[src/rtl/instr_addr_stage_pkg.sv]
// Shared definitions for the instruction-address stage: datapath width,
// FSM encoding, the address record and a small alignment helper.
package instr_addr_stage_pkg;

  localparam int WORD_LENGTH = 32;

  localparam logic [WORD_LENGTH-1:0] ZERO = '0;

  // Default sequential offset increment (one 32-bit instruction)
  localparam logic [WORD_LENGTH-1:0] IA_INSTR_BYTES = 32'd4;

  // FSM encoding
  localparam logic [1:0] S_BOOT = 2'd0;
  localparam logic [1:0] S_RUN  = 2'd1;
  localparam logic [1:0] S_HOLD = 2'd2;

  // Architectural instruction address: status/segment plus offset
  typedef struct packed {
    logic [WORD_LENGTH-1:0] pstate0;
    logic [WORD_LENGTH-1:0] pstate1;
  } ia_addr_t;

  // Instruction offsets must sit on a 4-byte boundary
  function automatic logic offset_aligned(input logic [WORD_LENGTH-1:0] offset);
    return (offset[1:0] == 2'b00);
  endfunction

endpackage

[src/rtl/instr_addr_stage_if.sv]
// Bus between the IA stage and its neighbours: stall/redirect requests in,
// fetch address and phase out.
interface instr_addr_stage_if;
  import instr_addr_stage_pkg::*;

  logic                   stallIn;
  logic                   brValid;
  logic [WORD_LENGTH-1:0] brPstate0;
  logic [WORD_LENGTH-1:0] brPstate1;
  logic                   trapValid;
  logic [WORD_LENGTH-1:0] trapPstate0;
  logic [WORD_LENGTH-1:0] trapPstate1;
  logic [WORD_LENGTH-1:0] iaFdPstate0;
  logic [WORD_LENGTH-1:0] iaFdPstate1;
  logic                   iaFdValid;
  logic                   iaHalfCycle;
  logic                   iaAlignTrap;

  // Requesting side (hazard unit, branch unit, trap logic, fetch/decode)
  modport master (
    output stallIn, brValid, brPstate0, brPstate1,
           trapValid, trapPstate0, trapPstate1,
    input  iaFdPstate0, iaFdPstate1, iaFdValid, iaHalfCycle, iaAlignTrap
  );

  // The IA stage itself
  modport slave (
    input  stallIn, brValid, brPstate0, brPstate1,
           trapValid, trapPstate0, trapPstate1,
    output iaFdPstate0, iaFdPstate1, iaFdValid, iaHalfCycle, iaAlignTrap
  );

endinterface

[src/rtl/instr_addr_stage_redirect_latch.sv]
// Pending-redirect holder: captures a one-clock request pulse and keeps it
// until the end of the pipeline cycle. A newer request overwrites an older
// one. The effective view merges the live input so a request arriving on
// the consuming edge itself is still seen.
module ia_redirect_latch
  import instr_addr_stage_pkg::*;
(
  input  logic     clk,
  input  logic     rst,
  input  logic     req_valid,
  input  ia_addr_t req_target,
  input  logic     consume,
  output logic     eff_valid,
  output ia_addr_t eff_target
);

  logic     valid_reg;
  ia_addr_t target_reg;

  // Capture/overwrite on a request; drop the entry when it is consumed
  always_ff @(posedge clk or posedge rst) begin
    if (rst) begin
      valid_reg  <= 1'b0;
      target_reg <= '0;
    end else if (consume) begin
      valid_reg  <= 1'b0;
    end else if (req_valid) begin
      valid_reg  <= 1'b1;
      target_reg <= req_target;
    end
  end

  // Live request takes precedence over the stored one (it is newer)
  always_comb begin
    eff_valid  = req_valid | valid_reg;
    eff_target = req_valid ? req_target : target_reg;
  end

endmodule

[src/rtl/instr_addr_stage.sv]
// Instruction-address stage: holds PSTATE0/PSTATE1 and, at the end of each
// two-clock pipeline cycle, issues the next fetch address (boot, trap,
// branch, hold or sequential).
module instr_addr_stage
  import instr_addr_stage_pkg::*;
#(
  parameter logic [WORD_LENGTH-1:0] RESET_PSTATE0 = ZERO,
  parameter logic [WORD_LENGTH-1:0] RESET_PSTATE1 = ZERO,
  parameter logic [WORD_LENGTH-1:0] INSTR_BYTES   = IA_INSTR_BYTES
) (
  input  logic              clk,
  input  logic              rst,
  instr_addr_stage_if.slave ia
);

  localparam int REQ_BR   = 0;
  localparam int REQ_TRAP = 1;
  localparam int NUM_REQ  = 2;

  logic                   half_reg;
  logic [1:0]             state_reg,   state_next;
  logic [WORD_LENGTH-1:0] pstate0_reg, pstate0_next;
  logic [WORD_LENGTH-1:0] pstate1_reg, pstate1_next;
  logic                   valid_reg,   valid_next;
  logic                   align_reg,   align_next;

  logic [NUM_REQ-1:0] req_valid;
  ia_addr_t           req_target [NUM_REQ];
  logic [NUM_REQ-1:0] eff_valid;
  ia_addr_t           eff_target [NUM_REQ];

  logic end_cycle;
  logic br_aligned;

  assign end_cycle = half_reg;

  assign req_valid[REQ_BR]           = ia.brValid;
  assign req_target[REQ_BR].pstate0  = ia.brPstate0;
  assign req_target[REQ_BR].pstate1  = ia.brPstate1;
  assign req_valid[REQ_TRAP]         = ia.trapValid;
  assign req_target[REQ_TRAP].pstate0 = ia.trapPstate0;
  assign req_target[REQ_TRAP].pstate1 = ia.trapPstate1;

  // Every end-of-cycle edge retires both pending entries: a trap consumes
  // both, a branch is either applied or rejected, and during boot anything
  // pending is discarded. So the consume strobe is simply the cycle end.
  genvar gi;
  generate
    for (gi = 0; gi < NUM_REQ; gi++) begin : g_req
      ia_redirect_latch u_latch (
        .clk        (clk),
        .rst        (rst),
        .req_valid  (req_valid[gi]),
        .req_target (req_target[gi]),
        .consume    (end_cycle),
        .eff_valid  (eff_valid[gi]),
        .eff_target (eff_target[gi])
      );
    end
  endgenerate

  assign br_aligned = offset_aligned(eff_target[REQ_BR].pstate1);

  // Next-address selection: trap > aligned branch > stall > sequential
  always_comb begin
    state_next   = state_reg;
    pstate0_next = pstate0_reg;
    pstate1_next = pstate1_reg;
    valid_next   = valid_reg;
    align_next   = 1'b0;
    if (end_cycle) begin
      if (state_reg == S_BOOT) begin
        pstate0_next = RESET_PSTATE0;
        pstate1_next = RESET_PSTATE1;
        valid_next   = 1'b1;
        state_next   = S_RUN;
      end else if (eff_valid[REQ_TRAP]) begin
        pstate0_next = eff_target[REQ_TRAP].pstate0;
        pstate1_next = eff_target[REQ_TRAP].pstate1;
        valid_next   = 1'b1;
        state_next   = S_RUN;
      end else if (eff_valid[REQ_BR] && br_aligned) begin
        pstate0_next = eff_target[REQ_BR].pstate0;
        pstate1_next = eff_target[REQ_BR].pstate1;
        valid_next   = 1'b1;
        state_next   = S_RUN;
      end else begin
        // A misaligned branch is dropped and flagged; flow continues as normal
        align_next = eff_valid[REQ_BR];
        if (ia.stallIn) begin
          state_next = S_HOLD;
        end else if (state_reg == S_HOLD) begin
          // Leaving a stall re-issues the held address once
          state_next = S_RUN;
        end else begin
          pstate1_next = pstate1_reg + INSTR_BYTES;
          state_next   = S_RUN;
        end
      end
    end
  end

  // Phase toggle and stage state update
  always_ff @(posedge clk or posedge rst) begin
    if (rst) begin
      half_reg    <= 1'b0;
      state_reg   <= S_BOOT;
      pstate0_reg <= ZERO;
      pstate1_reg <= ZERO;
      valid_reg   <= 1'b0;
      align_reg   <= 1'b0;
    end else begin
      half_reg    <= ~half_reg;
      state_reg   <= state_next;
      pstate0_reg <= pstate0_next;
      pstate1_reg <= pstate1_next;
      valid_reg   <= valid_next;
      align_reg   <= align_next;
    end
  end

  assign ia.iaFdPstate0 = pstate0_reg;
  assign ia.iaFdPstate1 = pstate1_reg;
  assign ia.iaFdValid   = valid_reg;
  assign ia.iaHalfCycle = half_reg;
  assign ia.iaAlignTrap = align_reg;

endmodule

[src/flat_wrapper.sv]
// flat-port wrapper written by rule: the top's interface ports become plain ports
module instr_addr_stage_flat import instr_addr_stage_pkg::*;
#(
  parameter logic [WORD_LENGTH-1:0] RESET_PSTATE0 = ZERO,
  parameter logic [WORD_LENGTH-1:0] RESET_PSTATE1 = ZERO,
  parameter logic [WORD_LENGTH-1:0] INSTR_BYTES   = IA_INSTR_BYTES
)
  (clk, rst, ia_stallIn, ia_brValid, ia_brPstate0, ia_brPstate1, ia_trapValid, ia_trapPstate0, ia_trapPstate1, ia_iaFdPstate0, ia_iaFdPstate1, ia_iaFdValid, ia_iaHalfCycle, ia_iaAlignTrap);
  instr_addr_stage_if ia_i ();
  input  logic clk;
  input  logic rst;
  input wire logic [$bits(ia_i.stallIn)-1:0] ia_stallIn;
  input wire logic [$bits(ia_i.brValid)-1:0] ia_brValid;
  input wire logic [$bits(ia_i.brPstate0)-1:0] ia_brPstate0;
  input wire logic [$bits(ia_i.brPstate1)-1:0] ia_brPstate1;
  input wire logic [$bits(ia_i.trapValid)-1:0] ia_trapValid;
  input wire logic [$bits(ia_i.trapPstate0)-1:0] ia_trapPstate0;
  input wire logic [$bits(ia_i.trapPstate1)-1:0] ia_trapPstate1;
  output wire logic [$bits(ia_i.iaFdPstate0)-1:0] ia_iaFdPstate0;
  output wire logic [$bits(ia_i.iaFdPstate1)-1:0] ia_iaFdPstate1;
  output wire logic [$bits(ia_i.iaFdValid)-1:0] ia_iaFdValid;
  output wire logic [$bits(ia_i.iaHalfCycle)-1:0] ia_iaHalfCycle;
  output wire logic [$bits(ia_i.iaAlignTrap)-1:0] ia_iaAlignTrap;
  assign ia_i.stallIn = ia_stallIn;
  assign ia_i.brValid = ia_brValid;
  assign ia_i.brPstate0 = ia_brPstate0;
  assign ia_i.brPstate1 = ia_brPstate1;
  assign ia_i.trapValid = ia_trapValid;
  assign ia_i.trapPstate0 = ia_trapPstate0;
  assign ia_i.trapPstate1 = ia_trapPstate1;
  assign ia_iaFdPstate0 = ia_i.iaFdPstate0;
  assign ia_iaFdPstate1 = ia_i.iaFdPstate1;
  assign ia_iaFdValid = ia_i.iaFdValid;
  assign ia_iaHalfCycle = ia_i.iaHalfCycle;
  assign ia_iaAlignTrap = ia_i.iaAlignTrap;
  instr_addr_stage #(.RESET_PSTATE0(RESET_PSTATE0), .RESET_PSTATE1(RESET_PSTATE1), .INSTR_BYTES(INSTR_BYTES)) u_core (.clk(clk), .rst(rst), .ia(ia_i));
endmodule
[config.mk]
export PLATFORM = sky130hd
export DESIGN_NAME = instr_addr_stage_flat
export DESIGN_NICKNAME = d
export VERILOG_FILES = /design/src/rtl/instr_addr_stage_pkg.sv /design/src/rtl/instr_addr_stage_if.sv /design/src/rtl/instr_addr_stage_redirect_latch.sv /design/src/rtl/instr_addr_stage.sv /design/src/flat_wrapper.sv
export SDC_FILE = /design/constraint.sdc
export NUM_CORES = 1
export LEC_CHECK = 0
export ABC_AREA = 1
export ABC_CLOCK_PERIOD_IN_PS = 15200
export CORE_ASPECT_RATIO = 0.5
export CORE_UTILIZATION = 49
export CTS_CLUSTER_DIAMETER = 150
export DETAILED_ROUTE_END_ITERATION = 6
export MAX_ROUTING_LAYER = met4
export PLACE_DENSITY_LB_ADDON = 0.15
export SLEW_MARGIN = 10
export SYNTH_ARGS = -nofsm -noshare
export SYNTH_HDL_FRONTEND = slang
export SYNTH_SLANG_ARGS = --single-unit
export TNS_END_PERCENT = 10
[constraint.sdc]
create_clock -name clk -period 15.2 [get_ports clk]
set_clock_uncertainty 0.05 [all_clocks]
set_input_delay 4.56 -clock clk [delete_from_list [all_inputs] [get_ports clk]]
set_output_delay 4.56 -clock clk [all_outputs]
set_load 0.01 [all_outputs]
=== Yosys cells after proc, flatten, opt, wreduce, memory -nomap -nowiden ===
Cells that the tools add are included.

* Register bits: 199
* Memory bits (writable): 0
* Bits in latches: 0
* Memory bits (read-only): 0
* Input port bits: 133
* Memories kept: 0

* Reductions and logical operators: 8
* Shift-type cells: 0
* Bitwise gates (word level): 3
* $mul: 0
* Add/sub/neg operators: 1
* $lt $le $gt $ge: 0
* Mux-type cells: 25
* Equal/unequal tests: 3
* Div/mod/pow operators: 0

{| class="wikitable"
|+ Operators by type and width
! operator !! count
|-
| two-way mux 32 bit || 8
|-
| two-way mux 64 bit || 2
|-
| adder 32 x 3 -> 32 bit, second input constant || 1
|-
| two-way mux 1 bit || 11
|-
| two-way mux 2 bit || 4
|-
| zero test 2 bit || 2
|-
| != test 4 x 1 -> 1 bit, second input constant || 1
|-
| != test 4 x 2 -> 1 bit, second input constant || 1
|-
| nonzero test 2 bit || 2
|-
| AND reduction 3 bit || 1
|-
| nonzero test 3 bit || 1
|-
| equality test 2 bit, second input constant || 1
|-
| OR 1 bit || 2
|-
| AND reduction 2 bit || 1
|-
| logical AND 1 bit || 1
|-
| NOT 1 bit || 1
|}

=== Longest topological paths before layout ===
Gate-level depths: netlist of run 1.

* Depth after elaboration: 7
* Depth in mapped cells: 13
* Depth with buffers taken out: 12

=== Hierarchy ===
From an unflattened synthesis of run 1, not the netlist that was laid out.

* Cells, all modules: 1,883
* Area total of the unflattened synthesis: 12,498.2 um^2

{| class="wikitable"
|+ Modules (own cells, without submodules)
! module !! seq. area each (um^2) !! cells each !! instances !! area each (um^2)
|-
| ia_redirect_latch || 1,626.6 || 610 || 2 || 4,073.9
|-
| instr_addr_stage || 1,726.7 || 663 || 1 || 4,350.4
|}

=== Least setup slack after synthesis of run 1 ===
OpenSTA, ideal clock, no wires.

* Kind: in2reg
* Start point: input port ia_trapValid
* End point: register u_core.pstate1_reg[27], in the netlist u_core.ia.iaFdPstate1[27]
* Data arrival time: 5.732 ns
* Setup time: 0.118 ns
* Required time: 15.032 ns
* Buffers on the path: 2
* Stages on the path: 12
* Slack: 9.301 ns
* Path through: buf_2 -> nor2_2 -> inv_2 -> nor2_2 -> nand2_2 -> nand2_2 -> nand2_2 -> nand2_1 -> buf_2 -> nor2_1 -> nand2_1 -> nand2_1

* Longest elaborated chain between the ends: 3
* Elaborated cells on any way between the ends: 7
* Those cells by class: 2 x eq/ne; 3 x mux; 1 x bitwise; 1 x reduce/logical

{| class="wikitable"
|+ RTL lines
! item !! line !! text
|-
| start: declaration || flat_wrapper.sv:16 || <nowiki>input wire logic [$bits(ia_i.trapValid)-1:0] ia_trapValid;</nowiki>
|-
| OR 1 bit or two-way mux 64 bit (tied branches) || -- ||
|-
| != test 4 x 2 -> 1 bit (no source line) (tied with other cells) || -- ||
|-
| AND reduction 3 bit (no source line) or two-way mux 32 bit (tied branches) || -- ||
|-
| end signal: assignment || instr_addr_stage.sv:116 || <nowiki>pstate1_reg <= pstate1_next;</nowiki>
|-
| end: declaration || instr_addr_stage.sv:23 || <nowiki>logic [WORD_LENGTH-1:0] pstate1_reg, pstate1_next;</nowiki>
|}

Several ways; a longest one is shown, not always the timed one.
A chain may end at the register's enable or synchronous reset.

=== Worst setup path in the final report of run 1 ===
* Start point: input port ia_brValid
* End point: register u_core.pstate1_reg[24], in the netlist u_core.ia.iaFdPstate1[24]

* Longest elaborated chain between the ends: 6
* Elaborated cells on any way between the ends: 10
* Those cells by class: 2 x eq/ne; 4 x mux; 1 x bitwise; 3 x reduce/logical

{| class="wikitable"
|+ RTL lines
! item !! line !! text
|-
| start: declaration || flat_wrapper.sv:13 || <nowiki>input wire logic [$bits(ia_i.brValid)-1:0] ia_brValid;</nowiki>
|-
| two-way mux 64 bit || -- ||
|-
| zero test 2 bit || instr_addr_stage_pkg.sv:25 || <nowiki>return (offset[1:0] == 2'b00);</nowiki>
|-
| logical AND 1 bit || instr_addr_stage.sv:82 || <nowiki>end else if (eff_valid[REQ_BR] && br_aligned) begin</nowiki>
|-
| two-way mux 32 bit || instr_addr_stage.sv:82 ||
|-
| two-way mux 32 bit || instr_addr_stage.sv:77 || <nowiki>end else if (eff_valid[REQ_TRAP]) begin</nowiki>
|-
| two-way mux 32 bit || instr_addr_stage.sv:72 || <nowiki>if (state_reg == S_BOOT) begin</nowiki>
|}

Several ways; a longest one is shown, not always the timed one.

==> run summary, run 1 <==
Status: finished clean
Syn_area_per_cell: 7.539 um^2
Crit share post-route: 0.5115
Design area: 13120 um^2
Post-synth EDFFs: 0
Vias in the first global route: 9478
GPL Wtd Cong: 0.9408
TritonCTS clock tree: built
Sequential group share of total power: 0.462
Clk_lat worst skew: 0.44 ns
Combinational share of power: 0.211
Max-slew violation count: 0
F_max: 0.1286 GHz
CTS Sinks: 199
Crit Path Category: input port to flop
Largest area contributor in the netlist: dfrtp_1
Post-Syn Nets: 1528
Post-synthesis sequential area ratio: 0.4739
Peak fanout along the critical path: 95
Clk pin slew, worst setup/hold paths: 0.07 ns
Final nets: 1667
Postcts setup bufs: 0
Port bufs: 199
First-pass DRT Iterations: 5
Cts hold-fix bufs: 0
Sw Share: 0.3001
Post-cts sizing count: 0
Startpoint types: input port
Remaining DRCs: 0
DR WL/cell: 15.88 um
Ys async rst share: 1.000
Int Power: 0.9692 mW
WL final: 28900 um
Total chip power: 1.385 mW
Clk network pwr share: 0.328
Grt total ovfl: 0
Fillcell total: 1846
Util after Layout: 0.6312
Area grow syn2layout: 24.85%
Final hold violations: 0
Initial Util: 0.5056
Synth area leaders: dfrtp_1 47%, nand2_1 14%, o21ai_0 10%, nor2_1 6.3%, mux2i_1 6.0%
Register bit total from synthesis: 199
Worst-Margin Slew: 1.150 ns
DP Wirelength: 19500 um
Post-Layout Cell Count: 1820
Largest net degree at the start of global routing: 124
RSZ-0062 raised after global routing: false
Core Area: 20790 um^2
Cells after DPL: 1787
Clock Tree Buf Depth: 2
Switching Power: 0.4155 mW
Max cap viols: 0
Relative slew slack: 0.2316
CTS Buf Count: 17
Synth top area share: 0.4739
Hold Crit Class: flop to flop
Leak: 6.150 nW
Post-Syn Area: 10510 um^2
Max VDD drop: 0.07861 mV
Cells after synthesis: 1394
YS warnings: 0
Setup violators final: 0
Die height: 105.6 um
Vias: 9644
Starting DRT DRC Count: 656
H-tree levels: 4
First-pass GRT wire length: 47740 um
Worst EP required: 15.53 ns
Most used DFF post-synth: dfrtp_1
Cell Area, Placed: 12540 um^2
Detail Route Antenna Nets: 0
Hold Slack: 0.4341 ns
Root buf cell: clkbuf_16
Setup WS pre-CTS: 6.975 ns
GRT Resource Usage Total: 0.2815
Initial antenna violation count: 1
Full die area: 22070 um^2
Avg Vias per Cell: 5.299
Row count: 37
Fin Setup TNS: 0 ns
Critical Path End Type: flop
Tmin final: 7.775 ns
Share of layout cells above drive strength 1: 0.04204
I/O pins: 200
Final WS setup: 7.425 ns
Largest register FFs: 128
CP arrival: 8.10 ns
Post-synth cell types: 32
Power density cells: 105.5 nW/um^2
Chip width: 209.1 um
## cell type report
cell class              count  area [um^2]  area share
diodes                      1        2.502   0.0001907
clock buffers              20        466.7     0.03557
clock inverters            12        115.1    0.008774
inverters                  84        322.8     0.02460
multi-input cells        1027         4863      0.3707
flip-flops and latches    199         4984      0.3798
well taps                 273        341.6     0.02603
repair buffers            204         2024      0.1543
## cells by family after synthesis
kind of cell,share of synthesized area
AND/OR/NAND/NOR,0.2691
adder cells (fa/ha/maj),0.001190
XOR/XNOR,0.003334
multiplexers,0.06001
AO/OA/AOI/OAI,0.1278
buffers and inverters,0.06477
flip-flops,0.4739
## final timing paths
path	end	cells past startpoint	slack [ns]	from
min	u_core.g_req[0].u_latch.target_reg[10]$_DFFE_PP0N_	2	0.43	u_core.g_req[0].u_latch.target_reg[10]$_DFFE_PP0N_
max	u_core.ia.iaFdPstate1[24]$_DFFE_PP0P_	13	7.43	ia_brValid
min reg2reg	u_core.g_req[0].u_latch.target_reg[10]$_DFFE_PP0N_	2	0.43	u_core.g_req[0].u_latch.target_reg[10]$_DFFE_PP0N_
max reg2reg	u_core.ia.iaFdPstate1[24]$_DFFE_PP0P_	9	12.02	u_core.state_reg[1]$_DFFE_PP0P_
min in group asynchronous	u_core.g_req[0].u_latch.target_reg[45]$_DFFE_PP0N_	2	4.62	rst
max in group asynchronous	u_core.ia.iaFdPstate1[11]$_DFFE_PP0P_	3	8.87	rst
## critical path, cell delays in order
cell and delay [ns]:
buf_4 0.79, inv_2 0.30, nand2_1 0.19, nand2_2 0.08, nor2_4 0.14, nand2_4 0.29, nand2_2 0.18, nand2_4 0.53
nand2_2 0.40, nand2_1 0.33, nor2_1 0.17, nand2_1 0.07, nand2_1 0.05
## cells in the mapped netlist, types with 5 or more instances
cell type,number
nand2_1,393
o21ai_0,215
dfrtp_1,199
nor2_1,175
inv_1,80
nand3_1,70
mux2i_1,63
clkbuf_1,52
nor3_1,34
buf_2,22
a21oi_1,20
a31oi_1,14
o21ai_1,8
or2_2,8
buf_1,7
nand2_2,5
## power by group through the flow
stage / clock network (mW) / registers, mW / logic (mW)
5_1_grt: 0.481 / 0.647 / 0.328
3_3_place_gp: 0 / 0.646 / 0.286
4_1_cts: 0.462 / 0.639 / 0.294
6_report: 0.454 / 0.639 / 0.292
2_1_floorplan: 0 / 0.646 / 0.152
3_5_place_dp: 0 / 0.648 / 0.292
## metal layers
metal,global-route usage,share of wire
met5,-,0
met1,0.3674,0.46
met2,0.4500,0.48
met3,0.04350,0.044
met4,0.09769,0.022
## layout by cell type (no fill, tap or decap), types with 2 or more instances in the layout
| master | count |
|---|---|
| clkinv_4 | 2 |
| clkbuf_8 | 3 |
| nor2_1 | 175 |
| clkinvlp_4 | 3 |
| clkdlybuf4s50_1 | 197 |
| inv_6 | 4 |
| a31oi_1 | 14 |
| nor2_2 | 2 |
| o21ai_0 | 215 |
| a21oi_1 | 20 |
| nand2_4 | 2 |
| o21ai_1 | 8 |
| or2_2 | 8 |
| mux2i_1 | 63 |
| nor2_4 | 3 |
| buf_4 | 7 |
| clkbuf_16 | 17 |
| xor2_1 | 3 |
| a21o_1 | 2 |
| clkinv_2 | 2 |
| and2_1 | 2 |
| nor3_1 | 34 |
| dfrtp_1 | 198 |
| inv_2 | 4 |
| nand3b_1 | 2 |
| nand3_1 | 70 |
| inv_1 | 79 |
| nand2_2 | 4 |
| nand2_1 | 393 |
Note: power is estimated with default switching activity, not from simulation.
==> run 2: changes to the inputs <==
--- a/config.mk
+++ b/config.mk
@@ -6,9 +6,9 @@
 export NUM_CORES = 1
 export LEC_CHECK = 0
 export ABC_AREA = 1
-export ABC_CLOCK_PERIOD_IN_PS = 15200
+export ABC_CLOCK_PERIOD_IN_PS = 6600
 export CORE_ASPECT_RATIO = 0.5
-export CORE_UTILIZATION = 49
+export CORE_UTILIZATION = 48
 export CTS_CLUSTER_DIAMETER = 150
 export DETAILED_ROUTE_END_ITERATION = 6
 export MAX_ROUTING_LAYER = met4
==> constraint.sdc (replaced) <==
create_clock -name clk -period 6.6 [get_ports clk]
set_clock_uncertainty 0.05 [all_clocks]
set_input_delay 1.98 -clock clk [delete_from_list [all_inputs] [get_ports clk]]
set_output_delay 1.98 -clock clk [all_outputs]
set_load 0.01 [all_outputs]
==> run 2 against run 1 <==
Critical path depth is the same. First-iteration DRC count grew 11%. Worst hold slack lost 0.00064 ns. Combinational power grew 130%. Cell count grew 1.1%. Sequential power grew 130%. Global-route usage grew 0.29 points. Power grew 130%. Worst setup slack lost 5.4 ns.
==> run summary, run 2 (synthesized netlist as in run 1, its figures left out) <==
Status: finished clean
Largest register FFs: 128 (unchanged)
Ant diodes: 0 (-1)
Setup violators final: 0 (unchanged)
Crit path max-delay family: simple AND/OR/NAND/NOR gates
Total chip power: 3.222 mW (+130%)
Design area: 13200 um^2 (+0.62%)
CTS Buf Count: 17 (unchanged)
Crit share post-route: 0.6980
Hold Slack: 0.4334 ns (-0.0006390 ns)
I/O pins: 200 (unchanged)
Share of layout cells above drive strength 1: 0.04328 (+0.001238)
Peak fanout along the critical path: 95 (unchanged)
Commonest cells after routing, fill and taps aside: 393 x nand2_1, 215 x o21ai_0, 198 x dfrtp_1, 197 x clkdlybuf4s50_1, 175 x nor2_1
CP Depth: 13 (unchanged)
Reg2reg path depth: 9 (unchanged)
Max VDD drop: 0.1813 mV (+130%)
Fin Setup TNS: 0 ns (unchanged)
Critical Path End Type: flop
Largest net degree at the start of global routing: 107 (-14%)
Clock Tree Buf Depth: 2 (unchanged)
Clk_lat worst skew: 0.45 ns (about the same)
Starting DRT DRC Count: 731 (+11%)
Final hold violations: 0 (unchanged)
Port bufs: 199 (unchanged)
Power density cells: 244.1 nW/um^2 (+130%)
Chip width: 211.3 um (+1.0%)
Worst path max stage delay: 0.73 ns (-0.06 ns)
Post-cts sizing count: 0 (unchanged)
Clk pin slew, worst setup/hold paths: 0.07 ns (about the same)
Core Area: 21020 um^2 (+1.1%)
Startpoint types: input port
RSZ-0062 raised after global routing: false
CP arrival: 4.90 ns (-3.20 ns)
Crit Path Category: input port to flop
Initial Util: 0.5000 (-0.005568)
Full die area: 22520 um^2 (+2.0%)
F_max: 0.2171 GHz
Hold Path Depth: 1 (-1)
Avg Vias per Cell: 5.255 (-0.83%)
GPL Wtd Cong: 0.9776 (+3.9%)
Worst EP required: 6.89 ns (-8.64 ns)
Most common cell after layout, fill and taps aside: nand2_1
First-pass DRT Iterations: 7 (+2)
Final nets: 1670 (+0.18%)
Leak: 6.172 nW (+0.36%)
Tmin final: 4.607 ns
CP dominant cell by count: nand2_1
Cts hold-fix bufs: 0 (unchanged)
Cell Area, Placed: 12600 um^2 (+0.54%)
Worst path slowest cell: nand2_4
Area grow syn2layout: 25.62%
GRT Resource Usage Total: 0.2844 (+0.002879)
Remaining DRCs: 0 (unchanged)
Grt total ovfl: 0 (unchanged)
CTS Sinks: 199 (unchanged)
Row count: 37 (unchanged)
Max cap viols: 0 (unchanged)
H-tree levels: 4 (unchanged)
Vias in the first global route: 9309 (-1.8%)
Hold Crit Class: flop to flop
Worst-Margin Slew: 1.176 ns (+0.02601 ns)
Postcts setup bufs: 0 (unchanged)
DR WL/cell: 16.07 um (+1.2%)
Cells after DPL: 1809 (+1.2%)
DP Wirelength: 20130 um (+3.2%)
Cell Chain, Critical Path: buf_4 > inv_2 > nand2_1 > nand2_1 > nor2_4 > nand2_4 > nand2_2 > nand2_4 > nand2_2 > nand2_1 > nor2_1 > nand2_1 > nand2_1
Initial antenna violation count: 0 (-1)
Detail Route Antenna Nets: 0 (unchanged)
First-pass GRT wire length: 48650 um (+1.9%)
TritonCTS clock tree: built
Root buf cell: clkbuf_16
Vias: 9669 (+0.26%)
Post-Layout Cell Count: 1840 (+1.1%)
WL final: 29570 um (+2.3%)
Relative slew slack: 0.2142 (-0.01738)
Max-slew violation count: 0 (unchanged)
Worst path bufs/invs: 2 (unchanged)
Die height: 106.6 um (+1.0%)
run 2: worst reg2reg max path: stages (launching register included):
cell	delay [ns]
dfrtp_1	0.41
nor2_4	0.84
nor2_2	0.14
nand2_2	0.14
nand2_4	0.52
nand2_2	0.41
nand2_1	0.37
nor2_1	0.21
nand2_1	0.07
nand2_1	0.06
run 2: cell type report:
cell class	instances	area (um^2)
clock buffer	21	480.5
tap	292	365.4
fill	1878	7816
sequential	199	4984
timing repair buffer	207	2072
multi-input combinational	1027	4863
inverter	84	319.1
clock inverter	10	117.6
run 2: layer usage:
metal / global-route usage / part of all wire
met5: - / 0
met4: 0.06988 / 0.013
met3: 0.04833 / 0.046
met2: 0.4575 / 0.48
met1: 0.3770 / 0.46
run 2: where the power goes:
part	total (mW)	internal (mW)	switching (mW)	leakage (nW)
clock network	1.07	0.597	0.473	0.284
registers	1.47	1.36	0.117	2.33
logic	0.677	0.322	0.355	3.56
run 2: per-stage QoR:
stage	worst slack [ns]	utilization
floorplan	1.996	-
detailed placement	1.509	0.5997
global placement	1.584	0.5997
global route	1.621	0.6281
finish	1.993	0.6281
CTS	1.973	0.6281
run 2: final timing paths:
check	from	endpoint	slack, ns
setup / recovery	ia_brValid	u_core.ia.iaFdPstate1[31]$_DFFE_PP0P_	1.99
hold / removal	u_core.ia.iaFdValid$_DFFE_PP0P_	u_core.ia.iaFdValid$_DFFE_PP0P_	0.43
setup reg to reg	u_core.state_reg[1]$_DFFE_PP0P_	u_core.ia.iaFdPstate1[31]$_DFFE_PP0P_	3.32
hold reg to reg	u_core.ia.iaFdValid$_DFFE_PP0P_	u_core.ia.iaFdValid$_DFFE_PP0P_	0.43
max in group asynchronous	rst	u_core.g_req[1].u_latch.target_reg[10]$_DFFE_PP0N_	3.47
min in group asynchronous	rst	u_core.g_req[0].u_latch.target_reg[45]$_DFFE_PP0N_	1.93
==> run 3: changes to the inputs <==
--- a/config.mk
+++ b/config.mk
@@ -6,9 +6,9 @@
 export NUM_CORES = 1
 export LEC_CHECK = 0
 export ABC_AREA = 1
-export ABC_CLOCK_PERIOD_IN_PS = 6600
+export ABC_CLOCK_PERIOD_IN_PS = 4400
 export CORE_ASPECT_RATIO = 0.5
-export CORE_UTILIZATION = 48
+export CORE_UTILIZATION = 49
 export CTS_CLUSTER_DIAMETER = 150
 export DETAILED_ROUTE_END_ITERATION = 6
 export MAX_ROUTING_LAYER = met4
==> constraint.sdc (replaced) <==
create_clock -name clk -period 4.4 [get_ports clk]
set_clock_uncertainty 0.05 [all_clocks]
set_input_delay 1.32 -clock clk [delete_from_list [all_inputs] [get_ports clk]]
set_output_delay 1.32 -clock clk [all_outputs]
set_load 0.01 [all_outputs]
==> run 3 against run 2 <==
Count of clock-buffer cells in the layout decreased by 3. Flip-flop and latch count did not move. Combinational power up 52%. Worst hold slack worse by 0.00089 ns. First-iteration DRC count decreased by 4.0%. Register-to-register slack worse by 1.5 ns. Non-clock buffer count grew 11. Die area shrank 2.0%. Cell count shrank 0.27%. Global-route usage rose by 1.1 points. Core utilization up 0.90 points. Sequential share of layout area shrank 0.12 points. Critical path type unchanged. Critical endpoint is now u_core.ia.iaFdPstate1[11]$_DFFE_PP0P_.
==> run summary, run 3 (synthesized netlist as in run 1, its figures left out) <==
Sw Share: 0.3135 (+0.01998)
Power density cells: 360.2 nW/um^2 (+48%)
Remaining DRCs: 0 (unchanged)
Util after Layout: 0.6371 (+0.008981)
Full die area: 22070 um^2 (-2.0%)
Sequential group share of total power: 0.463 (+0.005)
Fin Setup TNS: 0 ns (unchanged)
Tmin final: 3.098 ns
Clk_lat worst skew: 0.45 ns (about the same)
Post-Layout Cell Count: 1835 (-0.27%)
Initial Util: 0.5056 (+0.005568)
Cells after DPL: 1801 (-0.44%)
RSZ-0062 raised after global routing: false
Worst-Margin Slew: 0.9788 ns (-0.1971 ns)
Cts hold-fix bufs: 0 (unchanged)
Max cap viols: 0 (unchanged)
Clk network pwr share: 0.321 (-0.011)
Crit Path Category: input port to flop
Hold Path Depth: 2 (+1)
H-tree levels: 4 (unchanged)
CP arrival: 3.38 ns (-1.52 ns)
Post-cts sizing count: 0 (unchanged)
Relative slew slack: 0.3475 (+0.1333)
Setup violators final: 0 (unchanged)
Detail Route Antenna Nets: 0 (unchanged)
Vias in the first global route: 9499 (+2.0%)
Port bufs: 199 (unchanged)
Startpoint types: input port
Commonest cells after routing, fill and taps aside: 393 x nand2_1, 215 x o21ai_0, 198 x dfrtp_1, 197 x clkdlybuf4s50_1, 175 x nor2_1
TritonCTS clock tree: built
Reg2reg path depth: 7 (-2)
Final nets: 1681 (+0.66%)
Die height: 105.6 um (-1.0%)
First-pass GRT wire length: 49600 um (+2.0%)
Core Area: 20790 um^2 (-1.1%)
Fillcell total: 1866 (-0.64%)
GRT Resource Usage Total: 0.2956 (+0.01121)
Int Power: 3.275 mW (+44%)
DR WL/cell: 16.40 um (+2.0%)
Postcts setup bufs: 0 (unchanged)
Switching Power: 1.496 mW (+58%)
I/O pins: 200 (unchanged)
Most common cell after layout, fill and taps aside: nand2_1
FF/Latch Area: 4984 um^2 (unchanged)
Largest net degree at the start of global routing: 109 (+1.9%)
Status: finished clean
Max-slew violation count: 0 (unchanged)
First-pass DRT Iterations: 5 (-2)
Starting DRT DRC Count: 702 (-4.0%)
Leak: 6.212 nW (+0.66%)
Avg Vias per Cell: 5.331 (+1.4%)
Critical Path End Type: flop
Row count: 37 (unchanged)
Peak fanout along the critical path: 45 (-53%)
Worst EP required: 4.68 ns (-2.21 ns)
Hold Crit Class: flop to flop
CTS Sinks: 199 (unchanged)
Combinational share of power: 0.216 (+0.006)
Crit share post-route: 0.7040
Max VDD drop: 0.2768 mV (+53%)
Share of layout cells above drive strength 1: 0.05000 (+0.006718)
Final hold violations: 0 (unchanged)
DP Wirelength: 20850 um (+3.6%)
Vias: 9782 (+1.2%)
GPL Wtd Cong: 0.9673 (-1.1%)
Root buf cell: clkbuf_16
Chip width: 209.1 um (-1.0%)
Largest register FFs: 128 (unchanged)
Initial antenna violation count: 2 (+2)
Area grow syn2layout: 26.01%
Grt total ovfl: 0 (unchanged)
F_max: 0.3228 GHz
Clk pin slew, worst setup/hold paths: 0.07 ns (about the same)
CTS Buf Count: 17 (unchanged)
Clock Tree Buf Depth: 2 (unchanged)
Multi-input gate area: 4863 um^2 (unchanged)
WL final: 30090 um (+1.8%)
[run 3: changes by cell type in the layout (fill, tap and decap cells not counted), sizes merged]
cell,change
buf,+11
inv,+6
clkbuf,-3
clkinv,+1
bufinv,-2
diode,+2
clkinvlp,-1
[run 3: worst max-delay path, cell delays in order]
cell and delay (ns):
clkdlybuf4s50_1 0.47, nand2_2 0.06, nand2_1 0.11, nor2_4 0.05
nand2_4 0.05, buf_4 0.41, inv_1 0.42, a21oi_1 0.24
nand2_1 0.07, nand3_1 0.07, o21ai_0 0.09
[run 3: metrics by stage]
| stage | power (mW) | hold slack, ns | worst slack [ns] | area (um^2) |
|---|---|---|---|---|
| global route | 5.018 | 0.4573 | 1.138 | 13240 |
| CTS | 4.798 | 0.4364 | 1.332 | 13240 |
| detailed placement | 3.275 | 0.4178 | 0.8611 | 12670 |
| finish | 4.771 | 0.4326 | 1.302 | 13240 |
| global placement | 3.244 | 0.4106 | 0.9219 | 12670 |
| floorplan | 2.759 | 0.3951 | 0.4557 | 10510 |
[run 3: area by class of cell]
| type | count | share of cell area |
|---|---|---|
| inverter | 84 | 0.02409 |
| tap | 273 | 0.02579 |
| timing repair buffer | 218 | 0.1636 |
| antenna | 2 | 0.0003779 |
| clock buffer | 18 | 0.03241 |
| clock inverter | 14 | 0.01011 |
| multi-input combinational | 1027 | 0.3673 |
| sequential | 199 | 0.3763 |
[run 3: final timing paths]
check	startpoint	to	slack (ns)
worst min-delay path	u_core.g_req[1].u_latch.target_reg[32]$_DFFE_PP0N_	u_core.g_req[1].u_latch.target_reg[32]$_DFFE_PP0N_	0.43
worst max register to register	u_core.ia.iaHalfCycle$_DFF_PP0_	u_core.ia.iaFdPstate1[27]$_DFFE_PP0P_	1.79
worst max-delay path	ia_brPstate1[0]	u_core.ia.iaFdPstate1[11]$_DFFE_PP0P_	1.30
worst min register to register	u_core.g_req[1].u_latch.target_reg[32]$_DFFE_PP0N_	u_core.g_req[1].u_latch.target_reg[32]$_DFFE_PP0N_	0.43
max in group asynchronous	rst	u_core.g_req[0].u_latch.target_reg[23]$_DFFE_PP0N_	2.14
min in group asynchronous	rst	u_core.ia.iaFdPstate0[13]$_DFFE_PP0P_	1.32
[run 3: power groups by stage]
stage	Clock [mW]	Combinational [mW]	Sequential (mW)
final	1.53	1.03	2.21
after global routing	1.63	1.15	2.23
after CTS	1.55	1.04	2.20
after detailed placement	0	1.03	2.24
after global placement	0	1.01	2.23
after floorplan	0	0.525	2.23
[run 3: metal layers]
layer / global-route usage / vias up / wire length, um
li1: - / 4844 / -
met1: 0.3774 / 4664 / 13440
met2: 0.4855 / 241 / 14730
met3: 0.05453 / 33 / 1437
met4: 0.08141 / 0 / 488
met5: - / - / 0
